$ cat src/rtl/atm_terminal_seq.sv
// Terminal-side sequencer: card present, serial PIN digits, amount strobe, then result classification.
// Outputs are driven from registered state only; cajero flags are sampled level-sensitively.
module atm_terminal_seq #(
   parameter int CARD_CYC = 2,
   parameter int GAP_CYC  = 2,
   parameter int PIN_WAIT = 4,
   parameter int TIMEOUT  = 64
) (
   input  logic        CLK,
   input  logic        Reset,
   input  logic        Start,
   input  logic [15:0] PIN_in,
   input  logic        Tipo_in,
   input  logic [31:0] Monto_in,
   input  logic        Balance_actualizado,
   input  logic        Entregar_dinero,
   input  logic        Fondos_insuficientes,
   input  logic        PIN_incorrecto,
   input  logic        Advertencia,
   input  logic        Bloqueo,
   output logic        Tarjeta_recibida,
   output logic [3:0]  Digito,
   output logic        Digito_STB,
   output logic        Tipo_trans,
   output logic [31:0] Monto,
   output logic        Monto_STB,
   output logic        Busy,
   output logic        Done,
   output logic [2:0]  Resultado
);

   localparam int CW = $clog2(CARD_CYC + GAP_CYC + PIN_WAIT + TIMEOUT + 1) + 1;

   localparam logic [CW-1:0] CARD_LAST = CW'(CARD_CYC - 1);
   localparam logic [CW-1:0] GAP_LAST  = CW'(GAP_CYC - 1);
   localparam logic [CW-1:0] PW_LAST   = CW'(PIN_WAIT - 1);
   localparam logic [CW-1:0] TO_LAST   = CW'(TIMEOUT - 1);

   localparam logic [2:0] RES_NONE    = 3'd0;
   localparam logic [2:0] RES_DEP_OK  = 3'd1;
   localparam logic [2:0] RES_RET_OK  = 3'd2;
   localparam logic [2:0] RES_FONDOS  = 3'd3;
   localparam logic [2:0] RES_PIN_ERR = 3'd4;
   localparam logic [2:0] RES_ADVERT  = 3'd5;
   localparam logic [2:0] RES_BLOQUEO = 3'd6;
   localparam logic [2:0] RES_TIMEOUT = 3'd7;

   typedef enum logic [2:0] {
      S_IDLE,
      S_CARD,
      S_DIGIT,
      S_GAP,
      S_PIN_CHK,
      S_AMOUNT,
      S_RESULT,
      S_DONE
   } state_t;

   state_t         state, state_n;
   logic [CW-1:0]  cnt;
   logic [1:0]     idx, idx_n;
   logic [15:0]    pin_l;
   logic           tipo_l;
   logic [31:0]    monto_l;
   logic [3:0]     digito_r;
   logic           tipo_r;
   logic [31:0]    monto_r;
   logic [2:0]     res_r, res_n;
   logic [2:0]     pin_code, txn_code;

   function automatic logic [3:0] nibble(input logic [15:0] v, input logic [1:0] i);
      case (i)
         2'd0:    nibble = v[15:12];
         2'd1:    nibble = v[11:8];
         2'd2:    nibble = v[7:4];
         default: nibble = v[3:0];
      endcase
   endfunction

   // Error flags that can end the PIN phase early.
   always_comb begin
      pin_code = RES_NONE;
      if (Bloqueo)             pin_code = RES_BLOQUEO;
      else if (Advertencia)    pin_code = RES_ADVERT;
      else if (PIN_incorrecto) pin_code = RES_PIN_ERR;
   end

   // Transaction outcome; success flags only count when they match the latched type.
   always_comb begin
      txn_code = pin_code;
      if (pin_code == RES_NONE) begin
         if (Fondos_insuficientes)           txn_code = RES_FONDOS;
         else if (Entregar_dinero && tipo_l) txn_code = RES_RET_OK;
         else if (Balance_actualizado && !tipo_l) txn_code = RES_DEP_OK;
      end
   end

   always_comb begin
      state_n = state;
      idx_n   = idx;
      res_n   = RES_NONE;
      case (state)
         S_IDLE: begin
            if (Start) begin
               state_n = S_CARD;
               idx_n   = 2'd0;
            end
         end
         S_CARD: begin
            if (cnt == CARD_LAST) state_n = S_DIGIT;
         end
         S_DIGIT: begin
            if (pin_code != RES_NONE) begin
               state_n = S_DONE;
               res_n   = pin_code;
            end else if (idx == 2'd3) begin
               state_n = S_PIN_CHK;
            end else begin
               state_n = S_GAP;
            end
         end
         S_GAP: begin
            if (pin_code != RES_NONE) begin
               state_n = S_DONE;
               res_n   = pin_code;
            end else if (cnt == GAP_LAST) begin
               state_n = S_DIGIT;
               idx_n   = idx + 2'd1;
            end
         end
         S_PIN_CHK: begin
            if (pin_code != RES_NONE) begin
               state_n = S_DONE;
               res_n   = pin_code;
            end else if (cnt == PW_LAST) begin
               state_n = S_AMOUNT;
            end
         end
         S_AMOUNT: begin
            state_n = S_RESULT;
         end
         S_RESULT: begin
            if (txn_code != RES_NONE) begin
               state_n = S_DONE;
               res_n   = txn_code;
            end else if (cnt == TO_LAST) begin
               state_n = S_DONE;
               res_n   = RES_TIMEOUT;
            end
         end
         default: begin
            state_n = S_IDLE;
         end
      endcase
   end

   always_ff @(posedge CLK) begin
      if (Reset) begin
         state    <= S_IDLE;
         cnt      <= '0;
         idx      <= 2'd0;
         pin_l    <= 16'd0;
         tipo_l   <= 1'b0;
         monto_l  <= 32'd0;
         digito_r <= 4'd0;
         tipo_r   <= 1'b0;
         monto_r  <= 32'd0;
         res_r    <= RES_NONE;
      end else begin
         state <= state_n;
         idx   <= idx_n;
         // Per-state dwell counter; restarts on every state change and saturates.
         if (state_n != state)  cnt <= '0;
         else if (cnt != '1)    cnt <= cnt + 1'b1;

         if (state == S_IDLE && Start) begin
            pin_l   <= PIN_in;
            tipo_l  <= Tipo_in;
            monto_l <= Monto_in;
            res_r   <= RES_NONE;
         end
         if (state_n == S_DIGIT && state != S_DIGIT) digito_r <= nibble(pin_l, idx_n);
         if (state_n == S_AMOUNT) begin
            tipo_r  <= tipo_l;
            monto_r <= monto_l;
         end
         if (state_n == S_DONE && state != S_DONE) begin
            digito_r <= 4'd0;
            tipo_r   <= 1'b0;
            monto_r  <= 32'd0;
            res_r    <= res_n;
         end
      end
   end

   assign Tarjeta_recibida = (state != S_IDLE) && (state != S_DONE);
   assign Busy             = (state != S_IDLE) && (state != S_DONE);
   assign Digito_STB       = (state == S_DIGIT);
   assign Monto_STB        = (state == S_AMOUNT);
   assign Done             = (state == S_DONE);
   assign Digito           = digito_r;
   assign Tipo_trans       = tipo_r;
   assign Monto            = monto_r;
   assign Resultado        = res_r;

endmodule

$ cat config.mk
export PLATFORM = sky130hd
export DESIGN_NAME = atm_terminal_seq
export DESIGN_NICKNAME = d
export VERILOG_FILES = /design/src/rtl/atm_terminal_seq.sv
export SDC_FILE = /design/constraint.sdc
export NUM_CORES = 1
export LEC_CHECK = 0
export BUFFER_PORTS_ARGS = -buffer_cell sky130_fd_sc_hd__buf_2
export CORE_AREA = 8 8 132 134
export DETAILED_ROUTE_END_ITERATION = 6
export DIE_AREA = 0 0 140 142
export SKIP_LAST_GASP = 1
export SYNTH_ARGS = -nofsm -noshare
export SYNTH_HDL_FRONTEND = slang
export SYNTH_SLANG_ARGS = --single-unit
$ cat constraint.sdc
create_clock -name CLK -period 3 [get_ports CLK]
set_input_delay 0.3 -clock CLK [delete_from_list [all_inputs] [get_ports CLK]]
set_output_delay 0.3 -clock CLK [all_outputs]
set_load 0.02 [all_outputs]
* Word level (Yosys, flattened, before mapping)
Index checks and enable logic that the tools add are counted.
** Operators by class
- Mux-type cells :: 28
- $add $sub $neg :: 2
- Reductions and logical operators :: 17
- Equal/unequal tests :: 20
** Operators by type and width (number)
- 3-bit 2-to-1 mux :: 21
- 3-bit case mux with 7 select lines :: 1
- 3-bit equality test, second input constant :: 6
- 4-bit case mux with 3 select lines :: 1
- 3-bit by 2-bit equality test with 1-bit output, second input constant :: 3
- 3-bit nonzero test :: 3
- 8-bit by 1-bit adder with 8-bit output, second input constant :: 1
- 8-bit by 1-bit equality test with 1-bit output, second input constant :: 1
- 8-bit by 2-bit equality test with 1-bit output, second input constant :: 1
- 8-bit by 6-bit equality test with 1-bit output, second input constant :: 1
- 8-bit inequality test, second input constant :: 1
- 1-bit logical AND :: 6
- 3-bit zero test :: 2
- 2-bit 2-to-1 mux :: 3
- 3-bit case mux with 2 select lines :: 1
- 2-bit equality test, second input constant :: 2
- 2-bit case mux with 2 select lines :: 1
- 2-bit OR reduction :: 2
- 3-bit by 1-bit equality test with 1-bit output, second input constant :: 1
- 3-bit by 2-bit inequality test with 1-bit output, second input constant :: 1
- 3-bit inequality test :: 1
- 3-bit inequality test, second input constant :: 1
- 3-bit OR reduction :: 1
- 2-bit by 1-bit adder with 2-bit output, second input constant :: 1
- 4 further kinds :: 4
** Storage, ports and cells
- Register bits :: 102
- Bits of input ports :: 58
- Logic and storage cells :: 77

* Logic depth before layout (Yosys ltp)
Gate-level depths: netlist of the first run.
- Word-level depth :: 13
- Gate-level depth with buffers :: 9

* Least setup slack after synthesis of the first run
No wires, ideal clock.
- Path kind :: reg2reg
- From :: register state[0]
- To :: register digito_r[3], in the netlist Digito[3]
- Library setup time :: 0.116 ns
- Slack :: 0.844 ns
- Path buffers :: 2
- Cell stages (with the launch flop) :: 9
- Data arrival time :: 2.040 ns
- Cells stage by stage :: dfxtp_1 -> buf_6 -> or4b_1 -> buf_2 -> nand2_1 -> mux4_2 -> mux2i_1 -> nand2_1 -> o211a_1
** Between the ends
- Word-level cells in the longest chain between the ends :: 6
- Elaborated cells between the ends (all ways) :: 27
** Ends and longest elaborated chain
- from (decl) :: line 59 : state_t state, state_n;
- from (signal assigned) :: line 170 : state <= state_n;
- 3-bit 2-to-1 mux, on equally long branches
- 3-bit 2-to-1 mux, on equally long branches :: line 143, 123, 132
- 3-bit case mux with 7 select lines :: line 102 : case (state)
- 3-bit equality test :: line 187 : if (state_n == S_DONE && state != S_DONE) begin
- 1-bit logical AND :: line 187
- 2-bit OR reduction (no line)
- to (signal assigned) :: line 182 : if (state_n == S_DIGIT && state != S_DIGIT) digito_r <= nibble(pin_l, idx_n);
- to (decl) :: line 65 : logic [3:0] digito_r;
Parallel ways exist; a longest one is shown, timed or not.
A chain may end at the register's enable or synchronous reset.

* Worst setup path in the final report of the first run
Same ends and word-level chain as after synthesis.

==> results of run 1 <==
==> cell type report <==
class                           count  area, um2
Tap cell                          192        240
Fill cell                        1628      10100
Timing Repair Buffer              112        586
Clock inverter                      5       32.5
Multi-Input combinational cell    364       2200
Sequential cell                   102       2040
Inverter                            4       15.0
Clock buffer                       11        243
==> cells by family (layout without fill, tap and decap cells) <==
logic type               count (synthesis)  count (layout)  share of synthesized area [%]
buffers and inverters                   44             132                           5.49
AO/OA/AOI/OAI                          127             127                           18.7
XOR/XNOR                                 4               4                          0.784
adder cells (fa/ha/maj)                  3               3                          0.840
multiplexers                            11              11                           4.23
AND/OR/NAND/NOR                        219             219                           24.3
flip-flops                             102             102                           45.7
==> Yosys cell counts, drive strengths merged <==
cell	count	area share [%]
a211oi	9	1.6
a21oi	65	7.4
a31o	32	6.3
a31oi	5	0.84
and2	2	0.28
and3	9	1.3
and4	1	0.20
buf	15	2.6
clkbuf	25	2.5
dfxtp	102	46
ha	3	0.84
inv	4	0.34
mux2	2	0.67
mux2i	4	0.90
mux4	5	2.7
nand2	112	9.5
nand2b	3	0.42
nand3	11	1.2
nand3b	3	0.50
nand4	2	0.28
nor2	25	2.1
nor2b	1	0.14
nor3	3	0.34
nor3b	35	5.9
nor4	2	0.42
o211a	3	0.67
o211ai	1	0.17
o21a	1	0.17
o21ai	3	0.34
o22ai	6	0.84
o31ai	1	0.17
o41a	1	0.25
or2	1	0.20
or2b	3	0.56
or3	3	0.42
or3b	1	0.20
or4	1	0.17
or4b	1	0.22
xnor2	1	0.20
xor2	3	0.59
==> stage by stage <==
stage / instances / hold WS (ns) / power [mW]
final: 790 / 0.183 / 4.06
after global routing: 790 / 0.176 / 4.31
after CTS: 790 / 0.169 / 4.11
after detailed placement: 774 / 0.449 / 3.00
after global placement: 774 / 0.443 / 2.96
after floorplan: 510 / 0.436 / 2.64
==> per-layer routing <==
metal	wire, um	vias to the layer above	share of wire, %	track usage, %
met5	0	-	0	0
met4	262	0	2.1	4.91
met1	5520	1850	44	15.0
met2	5870	109	47	20.3
li1	-	1965	-	-
met3	812	19	6.5	4.19
==> tightest hold or removal path, stage by stage <==
cell and delay, ns:
buf_2 0.09, nand2_1 0.04, a21oi_1 0.05
==> sequential cells by signal, indices dropped and copies added, names as in the netlist <==
register,count
monto_l,32
tipo_l,1
cnt,8
state,3
Monto,32
pin_l,16
Resultado,3
idx,2
Tipo_trans,1
Digito,4
==> worst paths after layout <==
check | depth (start not counted) | slack [ns] | from | endpoint
max | 6 | 0.37 | state[0]$_SDFF_PP0_ | Digito[3]$_SDFFE_PP0P_
min | 3 | 0.18 | Monto_in[21] | monto_l[21]$_SDFFE_PP0P_
max reg2reg | 6 | 0.37 | state[0]$_SDFF_PP0_ | Digito[3]$_SDFFE_PP0P_
min reg2reg | 2 | 0.46 | monto_l[5]$_SDFFE_PP0P_ | monto_l[5]$_SDFFE_PP0P_
==> power by group <==
group / internal [mW] / switching, mW
registers: 1.56 / 0.146
logic: 0.415 / 0.833
clock network: 0.586 / 0.513
==> qor.yml, run 1 <==
outcome:
  status: "complete, no violations"
placement:
  port_buffers: 102
  place_ws_ns: 0.388
  hpwl_mm: 8.91
  gp_congestion: 0.877
  place_area_um2: 5080
setup_path:
  path_cells: "or4b_2 -> nand2_1 -> mux4_2 -> mux2i_1 -> nand2_1 -> o211a_1"
  crit_top_cell: "nand2_1"
  worstPathRequired_ns: 3.24
  slowest_stage: "or4b_2"
  cp_max_fo: 16
  slowest_delay_ns: 0.91
  path_buf_inv: 0
  path_class: "reg -> reg"
  cp.arrival_ns: 2.88
  endpoint_kind: "flip-flop"
  startpoint_type: "flip-flop"
  crit_family: "simple AND/OR/NAND/NOR gates"
floorplanning:
  initial_core_util_pct: 29.0
  fp-row-count: 46
  io_pins: 103
  die_h_um: 142
  die_x_um: 140
  die_area_um2: 19900
  core_area_um2: 15400
timing:
  setup_tns_ns: 0
  finalClockSkew_ns: 0.0106
  max_freq_ghz: 0.380
  slew_violations: 0
  rsz0062_at_grt: "no"
  fin_crit_sh_pct: 87.7
  tightest_slew_ns: 0.657
  finalHoldViolCount: 0
  fin_ws_ns: 0.368
  period_needed_ns: 2.63
  finalSetupViolations: 0
  maxSlewHeadroom_pct: 55.9
route:
  wl_mm: 12.5
  drtIter0Drc: 199
  drtPass1Iterations: 4
  ant_nets: 0
  drc: 0
  wire_per_inst_um: 15.8
  vias: 3943
  viasPerCell: 4.99
grt:
  antenna_found_initial: 0
  grt_pass1_vias: 3992
  gr-total-overflow: 0
  grt_pass1_wl_mm: 20.1
  grt_start_max_net_pins: 51
  grt_use_total_pct: 12.5
synth:
  syn_area_um2: 4470
  synth.avg_cell_area_um2: 8.77
  synth.distinct_cells: 55
  yosys_warnings: 0
  synth_nets: 571
  synth-seq-cells: 102
  synthCells: 510
  ys_seq_area_share_pct: 45.7
power:
  p_per_area_nw_per_um2: 757
  irDropWorstVdd_uv: 304
  p_leak_nw: 2.26
finish:
  fin_util_pct: 34.7
  mostFrequentLayoutCells: "nand2_1, dfxtp_1, buf_2, a21oi_1, nor3b_1"
  drive_gt1_share_pct: 29.8
  final_nets: 654
  antenna_cells: 0
  area_growth_pct: 19.8
  final_cell_area_um2: 5350
  layout_commonest_cell: "nand2_1"
clock_tree:
  cts-root-buf: "clkbuf_16"
  postCtsHoldBufs: 0
  ctsLongestPathBuffers: 2
  clk_pin_slew_ns: 0.07
  clock-sinks: 102
  cts_resized: 0
  cts_tree: "yes"
  ctsHtreeMaxLevel: 3
  post-cts-setup-buffers: 0
  cts_made_buffers: 9
  clock_latency_ns: 0.35
run:
  maxCapViolCount: 0
min_path:
  hp-class: "in -> reg"
Power figures use the tool's default switching activity.
==> run 2, diff against run 1 <==
Settings changed: ABC_AREA set to 0, CTS_BUF_LIST set to sky130_fd_sc_hd__clkbuf_16, CTS_CLUSTER_DIAMETER set to 80.
==> qor.yml, run 2 (same netlist as run 1, synthesis figures left out) <==
clock_tree:
  clock-sinks: 102
  cts_made_buffers: 9
  cts_resized: 0
  ctsLongestPathBuffers: 2
  postCtsHoldBufs: 0
  cts-root-buf: "clkbuf_16"
  clk_pin_slew_ns: 0.07
  clock_latency_ns: 0.35
  cts_tree: "yes"
  post-cts-setup-buffers: 0
  ctsHtreeMaxLevel: 3
grt:
  grt_pass1_vias: 3994
  antenna_found_initial: 0
  grt_use_met1_pct: 15.0
  met2_usage_pct: 20.3
  grt_use_total_pct: 12.5
  grt_pass1_wl_mm: 20.1
  gr-total-overflow: 0
  grt_start_max_net_pins: 51
  grt_use_met3_pct: 4.19
  top_usage_layer: "met2"
placement:
  place_ws_ns: 0.388
  gp_congestion: 0.877
  hpwl_mm: 8.91
  port_buffers: 102
floorplanning:
  die_area_um2: 19900
  fp-row-count: 46
  core_area_um2: 15400
  initial_core_util_pct: 29.0
  die_x_um: 140
  die_h_um: 142
  io_pins: 103
route:
  ant_nets: 0
  drtIter0Drc: 253
  drc: 0
  viasPerCell: 4.99
  drtPass1Iterations: 4
  wire_per_inst_um: 15.7
  vias: 3942
  wl_mm: 12.4
timing:
  fin_ws_ns: 0.366
  tightest_slew_ns: 0.634
  slew_violations: 0
  hold_ws_ns: 0.184
  finalHoldViolCount: 0
  rsz0062_at_grt: "no"
  finalSetupViolations: 0
  setup_tns_ns: 0
  max_freq_ghz: 0.380
  maxSlewHeadroom_pct: 57.4
  finalClockSkew_ns: 0.0123
  period_needed_ns: 2.63
  fin_crit_sh_pct: 87.8
setup_path:
  slowest_stage: "or4b_2"
  slowest_delay_ns: 0.91
  endpoint_kind: "flip-flop"
  path_cells: "or4b_2 -> nand2_1 -> mux4_2 -> mux2i_1 -> nand2_1 -> o211a_1"
  cp.arrival_ns: 2.88
  crit_top_cell: "nand2_1"
  startpoint_type: "flip-flop"
  path_class: "reg -> reg"
  worstPathRequired_ns: 3.24
  cp_max_fo: 16
power:
  p_switching_mw: 1.48
  clkPwrFrac_pct: 26.5
  pwr-share-seq_pct: 42.5
  power_switching_share_pct: 36.9
  intPower_mw: 2.53
  irDropWorstVdd_uv: 302
  p_leak_nw: 2.26
  p_per_area_nw_per_um2: 752
  combPwrFrac_pct: 31.0
finish:
  antenna_cells: 0
  mostFrequentLayoutCells: "nand2_1, dfxtp_1, buf_2, a21oi_1, nor3b_1"
  area_growth_pct: 19.5
  final_nets: 654
  layout_commonest_cell: "nand2_1"
  drive_gt1_share_pct: 29.6
min_path:
  hp-class: "in -> reg"
run:
  maxCapViolCount: 0
outcome:
  status: "complete, no violations"
-- run 2: changes by cell type in the layout (fill, tap and decap cells not counted) --
cell      before  now
inv_1          4    5
clkbuf_8       1    0
clkbuf_1       1    0
clkinv_1       0    1
-- run 2: metal layers --
metal | vias up | wire length, um
li1 | 1966 | -
met5 | - | 0
met4 | 0 | 252
met2 | 96 | 5830
met1 | 1859 | 5550
met3 | 21 | 737
-- run 2: critical path, delay by kind of cell (launching register included) --
kind,cells,cell delay [ns]
multiplexers,2,0.72
AO/OA/AOI/OAI,1,0.13
AND/OR/NAND/NOR,3,1.27
flip-flops,1,0.39
-- run 2: per-stage QoR --
stage	util, %	area (um2)	std cells	power [mW]
CTS	34.6	5340	790	4.08
floorplan	-	4470	510	2.64
global placement	32.9	5080	774	2.96
finish	34.6	5340	790	4.02
detailed placement	32.9	5080	774	3.00
global route	34.6	5340	790	4.28
-- run 2: final cells by class --
class / count / area, um2
clock buffers: 9 / 225
clock inverters: 7 / 40.0
fillers: 1630 / 10100
inverters: 4 / 15.0
multi-input cells: 364 / 2200
flip-flops and latches: 102 / 2040
well taps: 192 / 240
repair buffers: 112 / 586
-- run 2: final timing paths --
| check | slack, ns | cells after the start | from | end |
|---|---|---|---|---|
| setup / recovery | 0.37 | 6 | state[0]$_SDFF_PP0_ | Digito[3]$_SDFFE_PP0P_ |
| hold / removal | 0.18 | 3 | Monto_in[21] | monto_l[21]$_SDFFE_PP0P_ |
| setup reg to reg | 0.37 | 6 | state[0]$_SDFF_PP0_ | Digito[3]$_SDFFE_PP0P_ |
| hold reg to reg | 0.46 | 2 | monto_l[5]$_SDFFE_PP0P_ | monto_l[5]$_SDFFE_PP0P_ |
-- run 2: power by group through the flow --
stage	sequential (mW)	clock, mW	combinational [mW]
after global routing	1.74	1.16	1.39
final	1.71	1.06	1.25
after detailed placement	1.74	0	1.26
after floorplan	1.75	0	0.893
after CTS	1.71	1.10	1.27
after global placement	1.73	0	1.23
